==> config.mk <==
export PLATFORM = sky130hd
export DESIGN_NAME = y86_instr_encoder
export DESIGN_NICKNAME = d
export VERILOG_FILES = /design/src/rtl/y86_pkg.sv /design/src/rtl/y86_instr_len.sv /design/src/rtl/y86_instr_encoder.sv
export SDC_FILE = /design/constraint.sdc
export NUM_CORES = 1
export LEC_CHECK = 0
export ABC_AREA = 0
export CAP_MARGIN = 20
export CORE_MARGIN = 3
export CORE_UTILIZATION = 25
export DETAILED_ROUTE_END_ITERATION = 10
export RECOVER_POWER = 100
export SLEW_MARGIN = 30
export SYNTH_ARGS = -nofsm -noshare
export SYNTH_HDL_FRONTEND = slang
export SYNTH_SLANG_ARGS = --single-unit
==> constraint.sdc <==
create_clock -name clk -period 7.48 [get_ports clk]
set_input_delay 1.122 -clock clk [delete_from_list [all_inputs] [get_ports clk]]
set_output_delay 1.122 -clock clk [all_outputs]
set_load 0.01 [all_outputs]
==> src/rtl/y86_pkg.sv <==
// rtl/y86_pkg.sv - shared Y86-64 instruction codes, encoder state and length helper
package y86_pkg;

  localparam logic [3:0] IHALT   = 4'h0;
  localparam logic [3:0] INOP    = 4'h1;
  localparam logic [3:0] IRRMOVQ = 4'h2;
  localparam logic [3:0] IIRMOVQ = 4'h3;
  localparam logic [3:0] IRMMOVQ = 4'h4;
  localparam logic [3:0] IMRMOVQ = 4'h5;
  localparam logic [3:0] IOPQ    = 4'h6;
  localparam logic [3:0] IJXX    = 4'h7;
  localparam logic [3:0] ICALL   = 4'h8;
  localparam logic [3:0] IRET    = 4'h9;
  localparam logic [3:0] IPUSHQ  = 4'hA;
  localparam logic [3:0] IPOPQ   = 4'hB;

  // Register id meaning "no register" in an rA/rB slot
  localparam logic [3:0] RNONE   = 4'hF;

  typedef enum logic {
    ST_IDLE = 1'b0,
    ST_EMIT = 1'b1
  } enc_state_e;

  // Encoded length in bytes; undefined icodes report 1 so callers
  // always see a non-zero length (validity is judged separately).
  function automatic logic [3:0] instr_len(input logic [3:0] icode);
    logic [3:0] len;
    case (icode)
      IHALT, INOP, IRET:                 len = 4'd1;
      IRRMOVQ, IOPQ, IPUSHQ, IPOPQ:      len = 4'd2;
      IJXX, ICALL:                       len = 4'd9;
      IIRMOVQ, IRMMOVQ, IMRMOVQ:         len = 4'd10;
      default:                           len = 4'd1;
    endcase
    return len;
  endfunction

endpackage

==> src/rtl/y86_instr_len.sv <==
// rtl/y86_instr_len.sv - combinational icode decode into length and byte layout
module y86_instr_len (
  input  logic [3:0] icode,
  output logic [3:0] len,
  output logic       valid,
  output logic       has_regs,
  output logic [3:0] valc_offset
);
  import y86_pkg::*;

  // Layout: byte 1 holds {rA,rB} when has_regs; valC starts at valc_offset (0 = no valC)
  always_comb begin
    len         = instr_len(icode);
    valid       = (icode <= IPOPQ);
    has_regs    = 1'b0;
    valc_offset = 4'd0;
    case (icode)
      IRRMOVQ, IOPQ, IPUSHQ, IPOPQ: begin
        has_regs = 1'b1;
      end
      IIRMOVQ, IRMMOVQ, IMRMOVQ: begin
        has_regs    = 1'b1;
        valc_offset = 4'd2;
      end
      IJXX, ICALL: begin
        valc_offset = 4'd1;
      end
      default: begin
        has_regs    = 1'b0;
        valc_offset = 4'd0;
      end
    endcase
  end

endmodule

==> src/rtl/y86_instr_encoder.sv <==
// rtl/y86_instr_encoder.sv - serializes Y86-64 instruction fields into byte-wide memory writes
module y86_instr_encoder #(
  parameter logic [63:0] MEM_SIZE  = 64'd1024,
  parameter logic [63:0] BASE_ADDR = 64'd0
) (
  input  logic        clk,
  input  logic        rst,
  input  logic        set_addr,
  input  logic [63:0] new_addr,
  input  logic        in_valid,
  output logic        in_ready,
  input  logic [3:0]  icode,
  input  logic [3:0]  ifun,
  input  logic [3:0]  rA,
  input  logic [3:0]  rB,
  input  logic [63:0] valC,
  output logic        wr_en,
  output logic [63:0] wr_addr,
  output logic [7:0]  wr_data,
  output logic        done,
  output logic [63:0] next_addr,
  output logic        instr_invalid,
  output logic        mem_error
);
  import y86_pkg::*;

  enc_state_e  state, state_nx;
  logic [63:0] addr;
  logic [3:0]  cnt;

  logic [3:0]  icode_q, ifun_q, ra_q, rb_q;
  logic [63:0] valc_q;
  logic [3:0]  len_q;
  logic        has_regs_q;
  logic [3:0]  valc_off_q;

  logic [3:0]  dec_len;
  logic        dec_valid;
  logic        dec_has_regs;
  logic [3:0]  dec_valc_off;

  logic        last_byte;
  logic [63:0] base_addr_nx;
  logic [64:0] span;
  logic        fits;
  logic        accept;
  logic        take;
  logic        reject_invalid;
  logic        reject_mem;
  logic [2:0]  valc_sel;

  y86_instr_len u_len (
    .icode       (icode),
    .len         (dec_len),
    .valid       (dec_valid),
    .has_regs    (dec_has_regs),
    .valc_offset (dec_valc_off)
  );

  // Acceptance decision; a new instruction on the last byte is checked against the post-increment address
  always_comb begin
    last_byte      = (state == ST_EMIT) && (cnt == (len_q - 4'd1));
    base_addr_nx   = last_byte ? (addr + {60'd0, len_q}) : addr;
    span           = {1'b0, base_addr_nx} + {61'd0, dec_len};
    fits           = (span <= {1'b0, MEM_SIZE});
    accept         = in_valid && in_ready;
    take           = accept && dec_valid && fits;
    reject_invalid = accept && !dec_valid;
    reject_mem     = accept && dec_valid && !fits;
  end

  // State register
  always_ff @(posedge clk) begin
    if (rst) state <= ST_IDLE;
    else     state <= state_nx;
  end

  // Next-state: stay in EMIT across back-to-back instructions, fall to IDLE otherwise
  always_comb begin
    state_nx = state;
    case (state)
      ST_IDLE: state_nx = take ? ST_EMIT : ST_IDLE;
      ST_EMIT: begin
        if (last_byte) state_nx = take ? ST_EMIT : ST_IDLE;
        else           state_nx = ST_EMIT;
      end
      default: state_nx = ST_IDLE;
    endcase
  end

  // Outputs: handshake, byte mux and write strobe (all zero outside EMIT)
  always_comb begin
    in_ready = 1'b0;
    wr_en    = 1'b0;
    wr_addr  = 64'd0;
    wr_data  = 8'd0;
    done     = 1'b0;
    valc_sel = 3'(cnt - valc_off_q);
    case (state)
      ST_IDLE: in_ready = !set_addr;
      ST_EMIT: begin
        in_ready = last_byte;
        wr_en    = 1'b1;
        done     = last_byte;
        wr_addr  = addr + {60'd0, cnt};
        if (cnt == 4'd0)
          wr_data = {icode_q, ifun_q};
        else if (has_regs_q && (cnt == 4'd1))
          wr_data = {ra_q, rb_q};
        else
          wr_data = valc_q[{valc_sel, 3'b000} +: 8];
      end
      default: in_ready = 1'b0;
    endcase
  end

  // Datapath: address register, field latches, byte counter and rejection pulses
  always_ff @(posedge clk) begin
    if (rst) begin
      addr          <= BASE_ADDR;
      cnt           <= 4'd0;
      icode_q       <= 4'd0;
      ifun_q        <= 4'd0;
      ra_q          <= RNONE;
      rb_q          <= RNONE;
      valc_q        <= 64'd0;
      len_q         <= 4'd1;
      has_regs_q    <= 1'b0;
      valc_off_q    <= 4'd0;
      instr_invalid <= 1'b0;
      mem_error     <= 1'b0;
    end else begin
      instr_invalid <= reject_invalid;
      mem_error     <= reject_mem;

      if ((state == ST_IDLE) && set_addr)
        addr <= new_addr;
      else if (last_byte)
        addr <= base_addr_nx;

      if (take) begin
        icode_q    <= icode;
        ifun_q     <= ifun;
        ra_q       <= rA;
        rb_q       <= rB;
        valc_q     <= valC;
        len_q      <= dec_len;
        has_regs_q <= dec_has_regs;
        valc_off_q <= dec_valc_off;
        cnt        <= 4'd0;
      end else if ((state == ST_EMIT) && !last_byte) begin
        cnt <= cnt + 4'd1;
      end else begin
        cnt <= 4'd0;
      end
    end
  end

  assign next_addr = addr;

endmodule

==> results of run 1 <==
==> power groups by stage <==
stage,Clock [mW],Combinational [mW],Sequential [mW]
after detailed placement,0,0.386,0.934
final,0.923,0.384,0.916
after CTS,0.941,0.389,0.914
after global placement,0,0.384,0.934
after floorplan,0,0.210,0.899
after global routing,0.973,0.410,0.920
==> how the worst min path moves through the flow <==
stage	endpoint	slack (ns)	cells past startpoint
after detailed placement	valc_q[4]$_SDFFE_PP0P_	0.46	2
after floorplan	valc_q[10]$_SDFFE_PP0P_	0.44	2
after CTS	valc_q[1]$_SDFFE_PP0P_	0.47	2
final	valc_q[10]$_SDFFE_PP0P_	0.47	2
after global placement	valc_q[20]$_SDFFE_PP0P_	0.45	2
after global routing	valc_q[47]$_SDFFE_PP0P_	0.49	2
==> layer usage <==
layer | up-vias | track usage (%) | part of all wire [%]
met5 | - | 0 | 0.064
met4 | 6 | 6.52 | 2.5
met3 | 87 | 4.18 | 7.6
met2 | 777 | 35.3 | 47
met1 | 7542 | 29.0 | 43
li1 | 7053 | - | -
==> cells by family (layout without fill, tap and decap cells) <==
| family | count (synthesis) | after routing |
|---|---|---|
| DFF | 157 | 157 |
| adders and majority gates | 19 | 19 |
| other | 0 | 2 |
| AOI/OAI and AO/OA | 457 | 457 |
| and+or+nand+nor | 782 | 782 |
| xor gates and xnor gates | 107 | 107 |
| muxes | 43 | 43 |
| buffers and inverters | 206 | 394 |
==> state kept, by name (all words and copies together) (netlist names), 2 cells and up <==
name	cells
valc_q	64
icode_q	4
ra_q	4
valc_off_q	2
len_q	3
ifun_q	4
next_addr	64
rb_q	4
cnt	4
==> layout make-up <==
cell class	count	area, sq um	area share [%]
clock buffers	18	439	2.54
inverters	23	86.3	0.499
flip-flops and latches	157	3140	18.2
multi-input cells	1408	9340	53.9
repair buffers	339	3280	18.9
clock inverters	14	170	0.983
diodes	2	5.00	0.0289
well taps	680	851	4.91
==> cell usage in the layout (no fill, tap or decap), types with 49 or more instances in the layout <==
| master | n |
|---|---|
| and2_1 | 59 |
| nand2_1 | 106 |
| nand3_1 | 49 |
| nor2_1 | 156 |
| dfxtp_1 | 156 |
| xnor2_1 | 64 |
| clkdlybuf4s50_1 | 151 |
| dlygate4sd3_1 | 136 |
| nand4_1 | 128 |
| nor3_1 | 59 |
| o31ai_1 | 77 |
| a21oi_1 | 125 |
| o21ai_0 | 59 |
==> through the flow <==
stage	utilization, %	worst slack (ns)	hold WS (ns)
floorplan	-	0.869	0.441
global placement	32.2	0.300	0.447
detailed placement	32.3	0.256	0.458
CTS	33.4	0.609	0.466
global route	33.3	0.0582	0.486
finish	33.3	0.528	0.467
==> worst max-delay path, cell delays in order, from the launching register on <==
cell      delay [ns]
dfxtp_1         0.41
inv_1           0.08
ha_1            0.22
and2_0          0.18
mux2_2          0.41
nand2_1         0.26
inv_1           0.15
nand2_1         0.09
nand2_1         0.11
ha_1            0.31
a21oi_1         0.09
or3b_2          0.45
nor4_1          0.21
o32ai_1         0.12
nor3_1          0.26
nand4b_1        0.20
buf_4           0.24
nor4b_2         0.31
xnor2_1         0.17
or4_1           0.40
or4_1           0.59
or4_2           0.79
buf_6           0.32
o31ai_1         0.29
a21oi_1         0.09
==> results.toml, run 1 <==
[sta]
hold_violations = 0
slew_violations = 49
totalNegativeSetupSlack_ns = 0
tightest_slew_ns = 2.52
clock.fmax_mhz = 144
rsz0062_at_grt = "no"
period_needed_ns = 6.95
finalCritPeriodShare_pct = 92.9
setup_violations = 0
fin_skew_ns = 0.0123
slew_headroom_pct = -68.3

[worst_setup_path]
rrSetupSlack_ns = 0.53
cp-start-kind = "register"
cp.required_ns = 7.82
r2r-end = "valc_q[42]$_SDFFE_PP0P_"
startpoint = "len_q[1]$_SDFFE_PP0P_"
arrival_ns = 7.29
critPathKind = "reg2reg"
critPathCaptureType = "register"
r2r_cells = 24
cp_max_fo = 72
endpoint = "valc_q[42]$_SDFFE_PP0P_"
timing.rr.start = "len_q[1]$_SDFFE_PP0P_"

[logic_synthesis]
synthDistinctLibCells = 88
yosys.area_share.simple_pct = 33.1
ys.warnings.count = 0
synth_top_family_by_area = "simple AND/OR/NAND/NOR gates"
synthAdderAreaFrac_pct = 2.02
synth_flop_cell = "dfxtp_1"
async_flop_share_pct = 0
synthMuxAreaShare_pct = 4.77
synth_xor_xnor_area_share_pct = 7.11
synth_area_sq_um = 13300
syn_nets = 1938
yosysTopAreaCellShare_pct = 23.7
synth-seq-cells = 157
ys_top_cells_by_count = "dfxtp_1, nor2_1, clkbuf_1"
synth-seq-area-share_pct = 23.7
syn_area_per_cell_sq_um = 7.50
synth_top_cell_by_area = "dfxtp_1"
synthTopCellsByArea = "dfxtp_1, nand4_1, a21oi_1"
synth_compound_area_share_pct = 23.0
synth_edf_count = 0
synth_cells = 1771

[drt]
drtPass1Iterations = 6
drc_errors = 0
wl_per_cell_microns = 23.8
via_per_inst = 5.86
ant_nets = 0
via_count = 15465
drt-initial-drc-count = 1895
wirelength_mm = 62.8

[finish]
final_area_sq_um = 17300
fin_nets = 2113
drive_gt1_share_pct = 7.50
final_cells = 2641
syn_to_final_growth_pct = 30.3
fillCellCount = 5489

[clock_tree]
cts_sinks = 157
insertion_delay_ns = 0.49
post-cts-setup-buffers = 0
cts-root-buf = "clkbuf_16"
cts_inserted_buffers = 17
cts_tree = "done"
cts-htree-levels = 4
cts_resized = 0
cts.clk_slew.worst_paths_ns = 0.07
clockBufferDepth = 2
holdBufCountCts = 0

[power]
power.density_nw_per_um2 = 128
power_leakage_nw = 5.73
seqPwrFrac_pct = 41.2
p_clk_share_pct = 41.5
p_int_mw = 1.52
peakVddDrop_uv = 158
p_switching_uw = 708
fin_total_pwr_mw = 2.22
combPwrFrac_pct = 17.3
swShare_pct = 31.8

[global_routing]
grt_pass1_vias = 14833
antenna_found_initial = 3
grt_max_degree = 103
gr-total-overflow = 0
track_usage_pct = 21.7
grt_pass1_wl_mm = 94.1

[min_path]
hold_class = "reg2reg"
hp-start = "valc_q[10]$_SDFFE_PP0P_"

[floorplan]
ios = 289
core_sq_um = 51900
die_h_microns = 237
rows = 83
start_util_pct = 25.6
dieArea_sq_um = 55900
die_w_microns = 237

[placed_design]
hpwl_mm = 47.1
postPlaceCellArea_sq_um = 16700
io_buffers = 288
gp_congestion = 0.977
place_inst = 2607

[job]
maxCapViolCount = 1

[outcome]
violations = "max-capacitance violations, max-slew violations"
status = "finished, violations left"
Power figures use the tool's default switching activity.
==> run 2, diff against run 1 <==
--- a/config.mk
+++ b/config.mk
@@ -9,7 +9,9 @@
 export CAP_MARGIN = 20
 export CORE_MARGIN = 3
 export CORE_UTILIZATION = 25
+export CTS_CLUSTER_DIAMETER = 200
 export DETAILED_ROUTE_END_ITERATION = 10
+export PLACE_DENSITY = 0.51
 export RECOVER_POWER = 100
 export SLEW_MARGIN = 30
 export SYNTH_ARGS = -nofsm -noshare
==> run 2 against run 1 <==
  * The flow still finishes with violations (max-capacitance violations, max-slew violations)
  * Global-route usage rose by 0.41 points
  * Total power fell by 0.16%
  * Critical path depth fell by 7
  * Sequential power barely moved
  * Largest power group unchanged
==> results.toml, run 2 (synthesized netlist as in run 1, its figures left out) <==
[placed_design]
gp_congestion = 0.942
hpwl_mm = 48.4
io_buffers = 288
dp_slack_ns = 0.336

[finish]
final_cell_mix = "nor2_1, dfxtp_1, clkdlybuf4s50_1"
multi_input_area_sq_um = 9340
syn_to_final_growth_pct = 30.5
drive_gt1_share_pct = 7.68
fin_nets = 2119
seqCellArea_sq_um = 3140
fillCellCount = 5491

[global_routing]
gr-total-overflow = 0
grt_pass1_wl_mm = 95.7
grt_pass1_vias = 14574
antenna_found_initial = 3
track_usage_pct = 22.1
grt_max_degree = 76

[clock_tree]
cts.clk_slew.worst_paths_ns = 0.07
cts_sinks = 157
insertion_delay_ns = 0.48
cts-root-buf = "clkbuf_16"
cts_tree = "done"
clockBufferDepth = 2
cts_resized = 0
holdBufCountCts = 0
post-cts-setup-buffers = 0
cts-htree-levels = 4
cts_inserted_buffers = 17

[power]
peakVddDrop_uv = 140
power.density_nw_per_um2 = 128
power_leakage_nw = 5.72

[sta]
hold_violations = 0
worst_slack_ns = 0.540
rsz0062_at_grt = "no"
totalNegativeSetupSlack_ns = 0
fin_skew_ns = 0.0167
clock.fmax_mhz = 144
slew_headroom_pct = -23.7
slew_violations = 64
period_needed_ns = 6.94
setup_violations = 0
tightest_slew_ns = 1.86
finalCritPeriodShare_pct = 92.8

[drt]
drc_errors = 0
top_layer = "met5"
wl_per_cell_microns = 24.3
drtPass1Iterations = 8
wl_met2_mm = 29.6
drt-initial-drc-count = 1574
wl_met1_mm = 27.9
via_per_inst = 5.81
ant_nets = 0
via_count = 15366
wirelength_mm = 64.3
met3_length_mm = 4.73

[worst_setup_path]
startpoint = "len_q[1]$_SDFFE_PP0P_"
timing.rr.start = "len_q[1]$_SDFFE_PP0P_"
r2r_cells = 17
cp.required_ns = 7.80
cp_common_cell = "or4_1"
crit_path_top_delay_cell = "or4_1"
critPathKind = "reg2reg"
max_stage_delay_ns = 0.76
critPathCaptureType = "register"
cp-start-kind = "register"
cp_max_fo = 75
arrival_ns = 7.26
worstPathCellList = "inv_1 -> ha_1 -> and2_1 -> mux2_2 -> nand2_1 -> clkbuf_1 -> nor2_1 -> xnor2_1 -> or4_1 -> or4b_2 -> o21ai_0 -> nand4_1 -> or4_1 -> or4_2 -> buf_6 -> o31ai_1 -> a21oi_1"

[floorplan]
core_sq_um = 51900
dieArea_sq_um = 55900
ios = 289
start_util_pct = 25.6
die_w_microns = 237
rows = 83
die_h_microns = 237

[job]
maxCapViolCount = 2

[min_path]
hp-start = "valc_q[10]$_SDFFE_PP0P_"
whs_path_depth = 2
hold_class = "reg2reg"

[outcome]
violations = "max-capacitance violations, max-slew violations"
status = "finished, violations left"
[run 2: final timing paths]
| check | endpoint | slack [ns] |
|---|---|---|
| worst min-delay path | valc_q[10]$_SDFFE_PP0P_ | 0.47 |
| worst max register to register | valc_q[25]$_SDFFE_PP0P_ | 0.54 |
| worst min register to register | valc_q[10]$_SDFFE_PP0P_ | 0.47 |
| worst max-delay path | valc_q[25]$_SDFFE_PP0P_ | 0.54 |
[run 2: critical path: cells and delay by family, from the launching register on]
family                     cells  cell delay [ns]
adders and majority gates      1             0.23
muxes                          1             0.41
AOI/OAI and AO/OA              3             0.69
and+or+nand+nor                8             3.61
xor gates and xnor gates       1             0.28
buffers and inverters          3             1.12
DFF                            1             0.40
[run 2: cell type report]
| cell class | count | share of cell area, % |
|---|---|---|
| sequential | 157 | 18.1 |
| inverter | 23 | 0.498 |
| clock buffer | 18 | 2.48 |
| clock inverter | 14 | 0.981 |
| timing repair buffer | 345 | 19.1 |
| tap | 680 | 4.91 |
| multi-input combinational | 1408 | 53.9 |
| antenna | 1 | 0.0144 |
[run 2: through the flow]
step                      total power, mW  utilization, %  area [sq um]  std cells  hold slack, ns
final                                2.22            33.4         17300       2646           0.468
after global routing                 2.31            33.4         17300       2646           0.481
after CTS                            2.25            33.5         17400       2645           0.467
after detailed placement             1.32            32.3         16800       2613           0.458
after global placement               1.32            32.3         16800       2613           0.447
after floorplan                      1.11               -         13300       1771           0.441
[run 2: power by group]
group,internal (mW),switching [mW]
combinational,0.174,0.208
clock,0.451,0.469
sequential,0.855,0.0624
[run 2: metal layers]
layer  vias up  global-route usage, %
li1       7072                      -
met1      7464                   29.8
met2       724                   35.3
met3       102                   4.20
met4         4                   7.49
met5         -                      0
